==> src/rtl/mef_fertirrigacao_zonas_pkg.sv <==
// Shared types and default constants for the zoned fertigation sequencer.
package rega_pkg;

  typedef enum logic [2:0] {
    OCIOSO  = 3'd0,
    ENCHE   = 3'd1,
    MISTURA = 3'd2,
    REGA    = 3'd3,
    LIMPA   = 3'd4
  } estado_t;

  localparam int ZONES_DEF     = 4;
  localparam int LVL_W_DEF     = 3;
  localparam int LVL_FULL_DEF  = 7;
  localparam int LVL_EMPTY_DEF = 1;
  localparam int MIX_CYC_DEF   = 8;
  localparam int ZONE_CYC_DEF  = 16;
  localparam int CLEAN_CYC_DEF = 4;

  function automatic int max3(input int a, input int b, input int c);
    int m;
    m = (a > b) ? a : b;
    return (m > c) ? m : c;
  endfunction

endpackage

==> src/rtl/mef_fertirrigacao_zonas_if.sv <==
// Request/sensor inputs and valve-driver outputs of the fertigation sequencer.
interface mef_fertirrigacao_zonas_if #(
  parameter int ZONES = 4,
  parameter int LVL_W = 3
);
  logic             adub;
  logic [ZONES-1:0] asp;
  logic [LVL_W-1:0] nivel;
  logic             ve;
  logic             mist;
  logic             limp;
  logic [ZONES-1:0] zona_ve;
  logic             busy;
  logic             fim;

  modport master (
    output adub, asp, nivel,
    input  ve, mist, limp, zona_ve, busy, fim
  );

  modport slave (
    input  adub, asp, nivel,
    output ve, mist, limp, zona_ve, busy, fim
  );
endinterface

==> src/rtl/rr_seletor_zona.sv <==
// Combinational round-robin picker: first set bit of pend at or above rr_ptr, wrapping.
module rr_seletor_zona #(
  parameter int ZONES = 4,
  parameter int IW    = $clog2(ZONES)
) (
  input  logic [ZONES-1:0] pend,
  input  logic [IW-1:0]    rr_ptr,
  output logic [IW-1:0]    cur,
  output logic             valid
);

  // Scan offsets from farthest to nearest so the nearest set bit wins
  always_comb begin
    logic [IW:0]   sum;
    logic [IW-1:0] idx;
    cur   = {IW{1'b0}};
    valid = 1'b0;
    sum   = {(IW+1){1'b0}};
    idx   = {IW{1'b0}};
    for (int i = ZONES-1; i >= 0; i--) begin
      sum   = {1'b0, rr_ptr} + (IW+1)'(i);
      idx   = (sum >= (IW+1)'(ZONES)) ? IW'(sum - (IW+1)'(ZONES)) : IW'(sum);
      cur   = pend[idx] ? idx : cur;
      valid = valid | pend[idx];
    end
  end

endmodule

==> src/rtl/mef_fertirrigacao_zonas.sv <==
// Fertigation sequencer: fill, optional mix, round-robin zone irrigation, optional cleaning.
module mef_fertirrigacao_zonas
  import rega_pkg::*;
#(
  parameter int ZONES     = ZONES_DEF,
  parameter int LVL_W     = LVL_W_DEF,
  parameter int LVL_FULL  = LVL_FULL_DEF,
  parameter int LVL_EMPTY = LVL_EMPTY_DEF,
  parameter int MIX_CYC   = MIX_CYC_DEF,
  parameter int ZONE_CYC  = ZONE_CYC_DEF,
  parameter int CLEAN_CYC = CLEAN_CYC_DEF
) (
  input logic clk,
  input logic reset,
  mef_fertirrigacao_zonas_if.slave bus
);

  localparam int IW = $clog2(ZONES);
  localparam int CW = $clog2(max3(MIX_CYC, ZONE_CYC, CLEAN_CYC)) + 1;

  estado_t          state_r, state_nx_s;
  logic [ZONES-1:0] pend_r, pend_nx_s;
  logic             fert_r, fert_nx_s;
  logic [IW-1:0]    rr_ptr_r, rr_ptr_nx_s;
  logic [CW-1:0]    zcnt_r, zcnt_nx_s;
  logic [CW-1:0]    cnt_r, cnt_nx_s;
  logic             end_s;
  logic [IW-1:0]    cur_s;
  logic             valid_s;

  logic             ve_r, mist_r, limp_r, busy_r, fim_r;
  logic [ZONES-1:0] zona_ve_r;

  rr_seletor_zona #(.ZONES(ZONES), .IW(IW)) u_sel (
    .pend   (pend_r),
    .rr_ptr (rr_ptr_r),
    .cur    (cur_s),
    .valid  (valid_s)
  );

  // Next-state and session bookkeeping
  always_comb begin
    state_nx_s  = state_r;
    pend_nx_s   = pend_r;
    fert_nx_s   = fert_r;
    rr_ptr_nx_s = rr_ptr_r;
    zcnt_nx_s   = zcnt_r;
    cnt_nx_s    = cnt_r;
    end_s       = 1'b0;
    case (state_r)
      OCIOSO: begin
        if (bus.asp != {ZONES{1'b0}}) begin
          pend_nx_s = bus.asp;
          fert_nx_s = bus.adub;
          cnt_nx_s  = {CW{1'b0}};
          if (bus.nivel < LVL_W'(LVL_FULL)) begin
            state_nx_s = ENCHE;
          end else begin
            state_nx_s = bus.adub ? MISTURA : REGA;
          end
        end else begin
          state_nx_s = OCIOSO;
        end
      end
      ENCHE: begin
        if (bus.nivel >= LVL_W'(LVL_FULL)) begin
          cnt_nx_s   = {CW{1'b0}};
          state_nx_s = fert_r ? MISTURA : REGA;
        end else begin
          state_nx_s = ENCHE;
        end
      end
      MISTURA: begin
        if (cnt_r == CW'(MIX_CYC - 1)) begin
          cnt_nx_s   = {CW{1'b0}};
          state_nx_s = REGA;
        end else begin
          cnt_nx_s = cnt_r + CW'(1);
        end
      end
      REGA: begin
        // Finish wins over an empty tank; an interrupted zone keeps its elapsed time
        if (valid_s && (!bus.asp[cur_s] || zcnt_r == CW'(ZONE_CYC - 1))) begin
          pend_nx_s[cur_s] = 1'b0;
          rr_ptr_nx_s      = (cur_s == IW'(ZONES - 1)) ? {IW{1'b0}} : cur_s + IW'(1);
          zcnt_nx_s        = {CW{1'b0}};
        end else begin
          zcnt_nx_s = zcnt_r + CW'(1);
        end
        if (pend_nx_s == {ZONES{1'b0}}) begin
          cnt_nx_s   = {CW{1'b0}};
          state_nx_s = fert_r ? LIMPA : OCIOSO;
          end_s      = ~fert_r;
        end else if (bus.nivel <= LVL_W'(LVL_EMPTY)) begin
          state_nx_s = ENCHE;
        end else begin
          state_nx_s = REGA;
        end
      end
      LIMPA: begin
        if (cnt_r == CW'(CLEAN_CYC - 1)) begin
          state_nx_s = OCIOSO;
          end_s      = 1'b1;
        end else begin
          cnt_nx_s = cnt_r + CW'(1);
        end
      end
      default: begin
        state_nx_s = OCIOSO;
      end
    endcase
  end

  // State and session registers
  always_ff @(posedge clk) begin
    if (reset) begin
      state_r  <= OCIOSO;
      pend_r   <= {ZONES{1'b0}};
      fert_r   <= 1'b0;
      rr_ptr_r <= {IW{1'b0}};
      zcnt_r   <= {CW{1'b0}};
      cnt_r    <= {CW{1'b0}};
    end else begin
      state_r  <= state_nx_s;
      pend_r   <= pend_nx_s;
      fert_r   <= fert_nx_s;
      rr_ptr_r <= rr_ptr_nx_s;
      zcnt_r   <= zcnt_nx_s;
      cnt_r    <= cnt_nx_s;
    end
  end

  // Registered Moore outputs decoded from the current state and zone
  always_ff @(posedge clk) begin
    if (reset) begin
      ve_r      <= 1'b0;
      mist_r    <= 1'b0;
      limp_r    <= 1'b0;
      zona_ve_r <= {ZONES{1'b0}};
      busy_r    <= 1'b0;
      fim_r     <= 1'b0;
    end else begin
      ve_r      <= (state_r == ENCHE);
      mist_r    <= (state_r == MISTURA);
      limp_r    <= (state_r == LIMPA);
      zona_ve_r <= (state_r == REGA && valid_s) ?
                   ({{(ZONES-1){1'b0}}, 1'b1} << cur_s) : {ZONES{1'b0}};
      busy_r    <= (state_r != OCIOSO);
      fim_r     <= end_s;
    end
  end

  assign bus.ve      = ve_r;
  assign bus.mist    = mist_r;
  assign bus.limp    = limp_r;
  assign bus.zona_ve = zona_ve_r;
  assign bus.busy    = busy_r;
  assign bus.fim     = fim_r;

endmodule
==> src/flat_wrapper.sv <==
// flat-port wrapper written by rule: the top's interface ports become plain ports
module mef_fertirrigacao_zonas_flat import rega_pkg::*;
#(
  parameter int ZONES     = ZONES_DEF,
  parameter int LVL_W     = LVL_W_DEF,
  parameter int LVL_FULL  = LVL_FULL_DEF,
  parameter int LVL_EMPTY = LVL_EMPTY_DEF,
  parameter int MIX_CYC   = MIX_CYC_DEF,
  parameter int ZONE_CYC  = ZONE_CYC_DEF,
  parameter int CLEAN_CYC = CLEAN_CYC_DEF
)
  (clk, reset, bus_adub, bus_asp, bus_nivel, bus_ve, bus_mist, bus_limp, bus_zona_ve, bus_busy, bus_fim);
  mef_fertirrigacao_zonas_if #(.ZONES(ZONES), .LVL_W(LVL_W)) bus_i ();
  input logic clk;
  input logic reset;
  input wire logic [$bits(bus_i.adub)-1:0] bus_adub;
  input wire logic [$bits(bus_i.asp)-1:0] bus_asp;
  input wire logic [$bits(bus_i.nivel)-1:0] bus_nivel;
  output wire logic [$bits(bus_i.ve)-1:0] bus_ve;
  output wire logic [$bits(bus_i.mist)-1:0] bus_mist;
  output wire logic [$bits(bus_i.limp)-1:0] bus_limp;
  output wire logic [$bits(bus_i.zona_ve)-1:0] bus_zona_ve;
  output wire logic [$bits(bus_i.busy)-1:0] bus_busy;
  output wire logic [$bits(bus_i.fim)-1:0] bus_fim;
  assign bus_i.adub = bus_adub;
  assign bus_i.asp = bus_asp;
  assign bus_i.nivel = bus_nivel;
  assign bus_ve = bus_i.ve;
  assign bus_mist = bus_i.mist;
  assign bus_limp = bus_i.limp;
  assign bus_zona_ve = bus_i.zona_ve;
  assign bus_busy = bus_i.busy;
  assign bus_fim = bus_i.fim;
  mef_fertirrigacao_zonas #(.ZONES(ZONES), .LVL_W(LVL_W), .LVL_FULL(LVL_FULL), .LVL_EMPTY(LVL_EMPTY), .MIX_CYC(MIX_CYC), .ZONE_CYC(ZONE_CYC), .CLEAN_CYC(CLEAN_CYC)) u_core (.clk(clk), .reset(reset), .bus(bus_i));
endmodule
==> config.mk <==
export PLATFORM = sky130hd
export DESIGN_NAME = mef_fertirrigacao_zonas_flat
export DESIGN_NICKNAME = d
export VERILOG_FILES = /design/src/rtl/mef_fertirrigacao_zonas_pkg.sv /design/src/rtl/mef_fertirrigacao_zonas_if.sv /design/src/rtl/rr_seletor_zona.sv /design/src/rtl/mef_fertirrigacao_zonas.sv /design/src/flat_wrapper.sv
export SDC_FILE = /design/constraint.sdc
export NUM_CORES = 1
export LEC_CHECK = 0
export CAP_MARGIN = 5
export CORE_ASPECT_RATIO = 1.5
export CORE_MARGIN = 8
export CORE_UTILIZATION = 35
export CTS_CLUSTER_SIZE = 16
export DETAILED_ROUTE_END_ITERATION = 8
export SLEW_MARGIN = 0
export SYNTH_ARGS = -nofsm -noshare
export SYNTH_HDL_FRONTEND = slang
export SYNTH_HIERARCHICAL = 1
export SYNTH_SLANG_ARGS = --single-unit
==> constraint.sdc <==
create_clock -name clk -period 6.3 [get_ports clk]
set_clock_uncertainty 0.2 [all_clocks]
set_input_delay 1.26 -clock clk [delete_from_list [all_inputs] [get_ports clk]]
set_output_delay 1.26 -clock clk [all_outputs]
set_load 0.005 [all_outputs]
==> impl_metrics.yaml <==
routing:
  wirelength_mm: 3.406
  drc_errors: 0
  avgRoutedWirePerCell_um: 14.25
  topRoutingLayerUsed: "met4"
  dr_total_vias: 1286
  postRouteAntennaNets: 0
  wl_met3_um: 115
  met1_length_mm: 1.420
  drtIter0Drc: 98
  route.met2.wl_mm: 1.840
  dr.pass1.iters: 4
  via_per_inst: 5.381
run:
  maxCapViolations: 0
setup_path:
  crit_fanout: 7
  crit_path_end_kind: "flip-flop"
  crit_slowest_cell: "nor4_1"
  worstPathRequired_ns: 6.23
  rrSetupSlack_ns: 3.32
  cpPeakStageDelay_ns: 0.73
  reg2regPathDepth: 9
  worstReg2RegStart: "u_core/rr_ptr_r[1]"
  crit_arrival_ns: 3.11
  path_cells: "clkdlybuf4s50_1 > nor4_1 > o22ai_2 > o2bb2a_4 > nor2_1 > nor2_1 > nor3_1"
  crit_path_frequent_cell: "nor2_1"
  startpoint_type: "input pin"
  path_class: "input pin to flip-flop"
  timing.rr.end: "u_core/pend_r[3]"
clocking:
  cts_buffers: 5
  ctsHoldBuffers: 0
  cts_root_buf: "clkbuf_8"
  cts_tree: "built"
  cts_resized: 0
  h-tree-depth: 2
  insertion_delay_ns: 0.28
  path_clk_slew_ns: 0.07
  post-cts-setup-buffers: 0
  ctsLongestPathBuffers: 2
  cts.sinks: 29
synth:
  yosysUniqueCellTypes: 44
  syn-cell-area_um2: 1510
  synth_seq_area_share: 0.3844
  syn_inst: 175
  async_flop_share: 0
  synth_ff_type: "dfxtp_1"
  synth-seq-cells: 29
  yosysWarningCount: 6
  synth-edff-count: 0
  synth.avg_cell_area_um2: 8.630
  syn_nets: 192
sta:
  finalSetupViolations: 0
  tns_ns: 0
  relSlewSlack: 0.3766
  report.final.slew_viol_count: 0
  hold_viol: 0
  rsz0062_at_grt: "false"
  min_period_ns: 3.181
  max_freq_ghz: 0.3144
  fin_crit_sh: 0.5048
  tightest_slew_ns: 0.9322
global_route:
  grt_pass1_vias: 1276
  grt.overflow.total: 0
  antenna_found_initial: 0
  grt_max_degree: 27
  track_usage: 0.1042
  grt_pass1_wl_mm: 5.796
cells_and_area:
  final_nets: 209
  area_delta_synth_final_pct: 21.38
  post-route-cell-area_um2: 1833
  n_antenna_cell: 0
  drive_above_1_share: 0.07772
power_and_ir_drop:
  vdd_drop_max_mv: 0.1973
  leakagePower_nw: 0.6693
  total_power_w: 0.0004993
  power_density_nw_per_um2: 272.4
placed_design:
  post-dp-hpwl_mm: 2.446
  portBuffers: 18
  routabilityCongestion: 0.7751
  placedInstanceArea_um2: 1699
hold_path:
  whs_path_depth: 2
  hp-start: "u_core/cnt_r[1]"
  hold_path.class: "flip-flop to flip-flop"
  whs_endpoint: "u_core/cnt_r[1]"
status:
  status: "finished, final reports clean"
floorplan:
  core_um2: 4173
  start_util: 0.3619
  ios: 19
  die_area_um2: 6716
  row_count: 29
  die_x_um: 69.64
  die_h_um: 96.45
==> area by class of cell <==
class                   instances  area (um^2)
well taps                      46        57.56
flip-flops and latches         29        580.6
multi-input cells             130        850.8
inverters                       8        30.03
fillers                       403         2340
repair buffers                 18        180.2
clock inverters                 3        65.06
clock buffers                   5        68.82
==> cell usage after synthesis (all sizes together), types with 3 or more instances <==
cell type  count  area share
o31ai          3       0.015
mux2i          6       0.040
a32oi          4       0.023
o21ai          8       0.027
nor4           3       0.012
nor2b          3       0.012
a21oi         10       0.033
nand2         10       0.025
nand2b         6       0.030
buf            5       0.025
dfxtp         29        0.38
ha             7       0.058
nor2          24       0.060
clkbuf         3      0.0075
inv            8       0.020
nor3          14       0.046
==> critical path: cells and delay by family <==
kind	cells	cell delay (ns)
AO/OA/AOI/OAI	2	0.46
buffers and inverters	1	0.45
AND/OR/NAND/NOR	4	0.94
==> worst max-delay path by stage <==
stage	startpoint	end	slack, ns	cells past startpoint
4_1_cts	bus_asp[0]	u_core/cnt_r[0]	3.10	7
3_5_place_dp	bus_asp[0]	u_core/cnt_r[0]	2.82	7
5_1_grt	bus_asp[3]	u_core/pend_r[3]	2.94	7
3_3_place_gp	bus_asp[0]	u_core/cnt_r[0]	2.79	7
2_1_floorplan	bus_nivel[0]	u_core/cnt_r[2]	3.57	6
6_report	bus_asp[0]	u_core/cnt_r[0]	3.12	7
==> routing by layer <==
layer | GRT usage | vias up
met2 | 0.1943 | 21
met1 | 0.1054 | 597
met4 | 0.04370 | 0
li1 | - | 664
met5 | 0 | -
met3 | 0.03374 | 4
==> cells by family (layout without fill, tap and decap cells) <==
kind of cell    count (synthesis)  count (layout)  synth area share
compound gates                 38              38            0.1872
xor+xnor                        3               3           0.01740
fa+ha+maj                       7               7           0.05799
buf+inv                        16              34           0.05219
flops                          29              29            0.3844
mux                             6               6           0.03977
simple gates                   76              76            0.2610
==> power breakdown <==
group	internal, W	leakage (nW)	switching (W)
Sequential	0.000190	0.236	0.00000879
Clock	0.000157	0.0681	0.0000739
Combinational	0.0000298	0.365	0.0000395
==> through the flow <==
step | cells | hold WS [ns] | util | worst slack (ns)
after global placement | 231 | 0.2903 | 0.4072 | 2.789
after floorplan | 175 | 0.2697 | - | 3.570
after global routing | 239 | 0.3271 | 0.4393 | 2.942
after CTS | 239 | 0.3052 | 0.4393 | 3.104
final | 239 | 0.3054 | 0.4393 | 3.119
after detailed placement | 231 | 0.2949 | 0.4072 | 2.818
==> state kept, by name, summed over array words and instances (netlist names) <==
register            flops
u_core/bus.busy         1
u_core/bus.fim          1
u_core/bus.limp         1
u_core/bus.mist         1
u_core/bus.ve           1
u_core/bus.zona_ve      4
u_core/cnt_r            5
u_core/fert_r           1
u_core/pend_r           4
u_core/rr_ptr_r         2
u_core/state_r          3
u_core/zcnt_r           5
==> placed cells by master (no fill, tap or decap), types with 2 or more instances in the layout <==
| cell | n |
|---|---|
| xor2_1 | 2 |
| dfxtp_1 | 29 |
| o31ai_1 | 3 |
| nor4_1 | 3 |
| nor3_1 | 14 |
| or3_1 | 2 |
| a31oi_1 | 2 |
| nand3_1 | 2 |
| a32oi_1 | 4 |
| o21ai_1 | 7 |
| or2_1 | 2 |
| and3_1 | 2 |
| nor3b_1 | 2 |
| nor2_1 | 24 |
| clkbuf_8 | 5 |
| ha_1 | 7 |
| inv_1 | 7 |
| nand2_1 | 10 |
| bufinv_16 | 2 |
| nand2b_1 | 5 |
| a21oi_1 | 10 |
| a21o_1 | 2 |
| nor2b_1 | 3 |
| mux2i_1 | 6 |
| clkdlybuf4s50_1 | 18 |
Note: power is estimated with default switching activity, not from simulation.
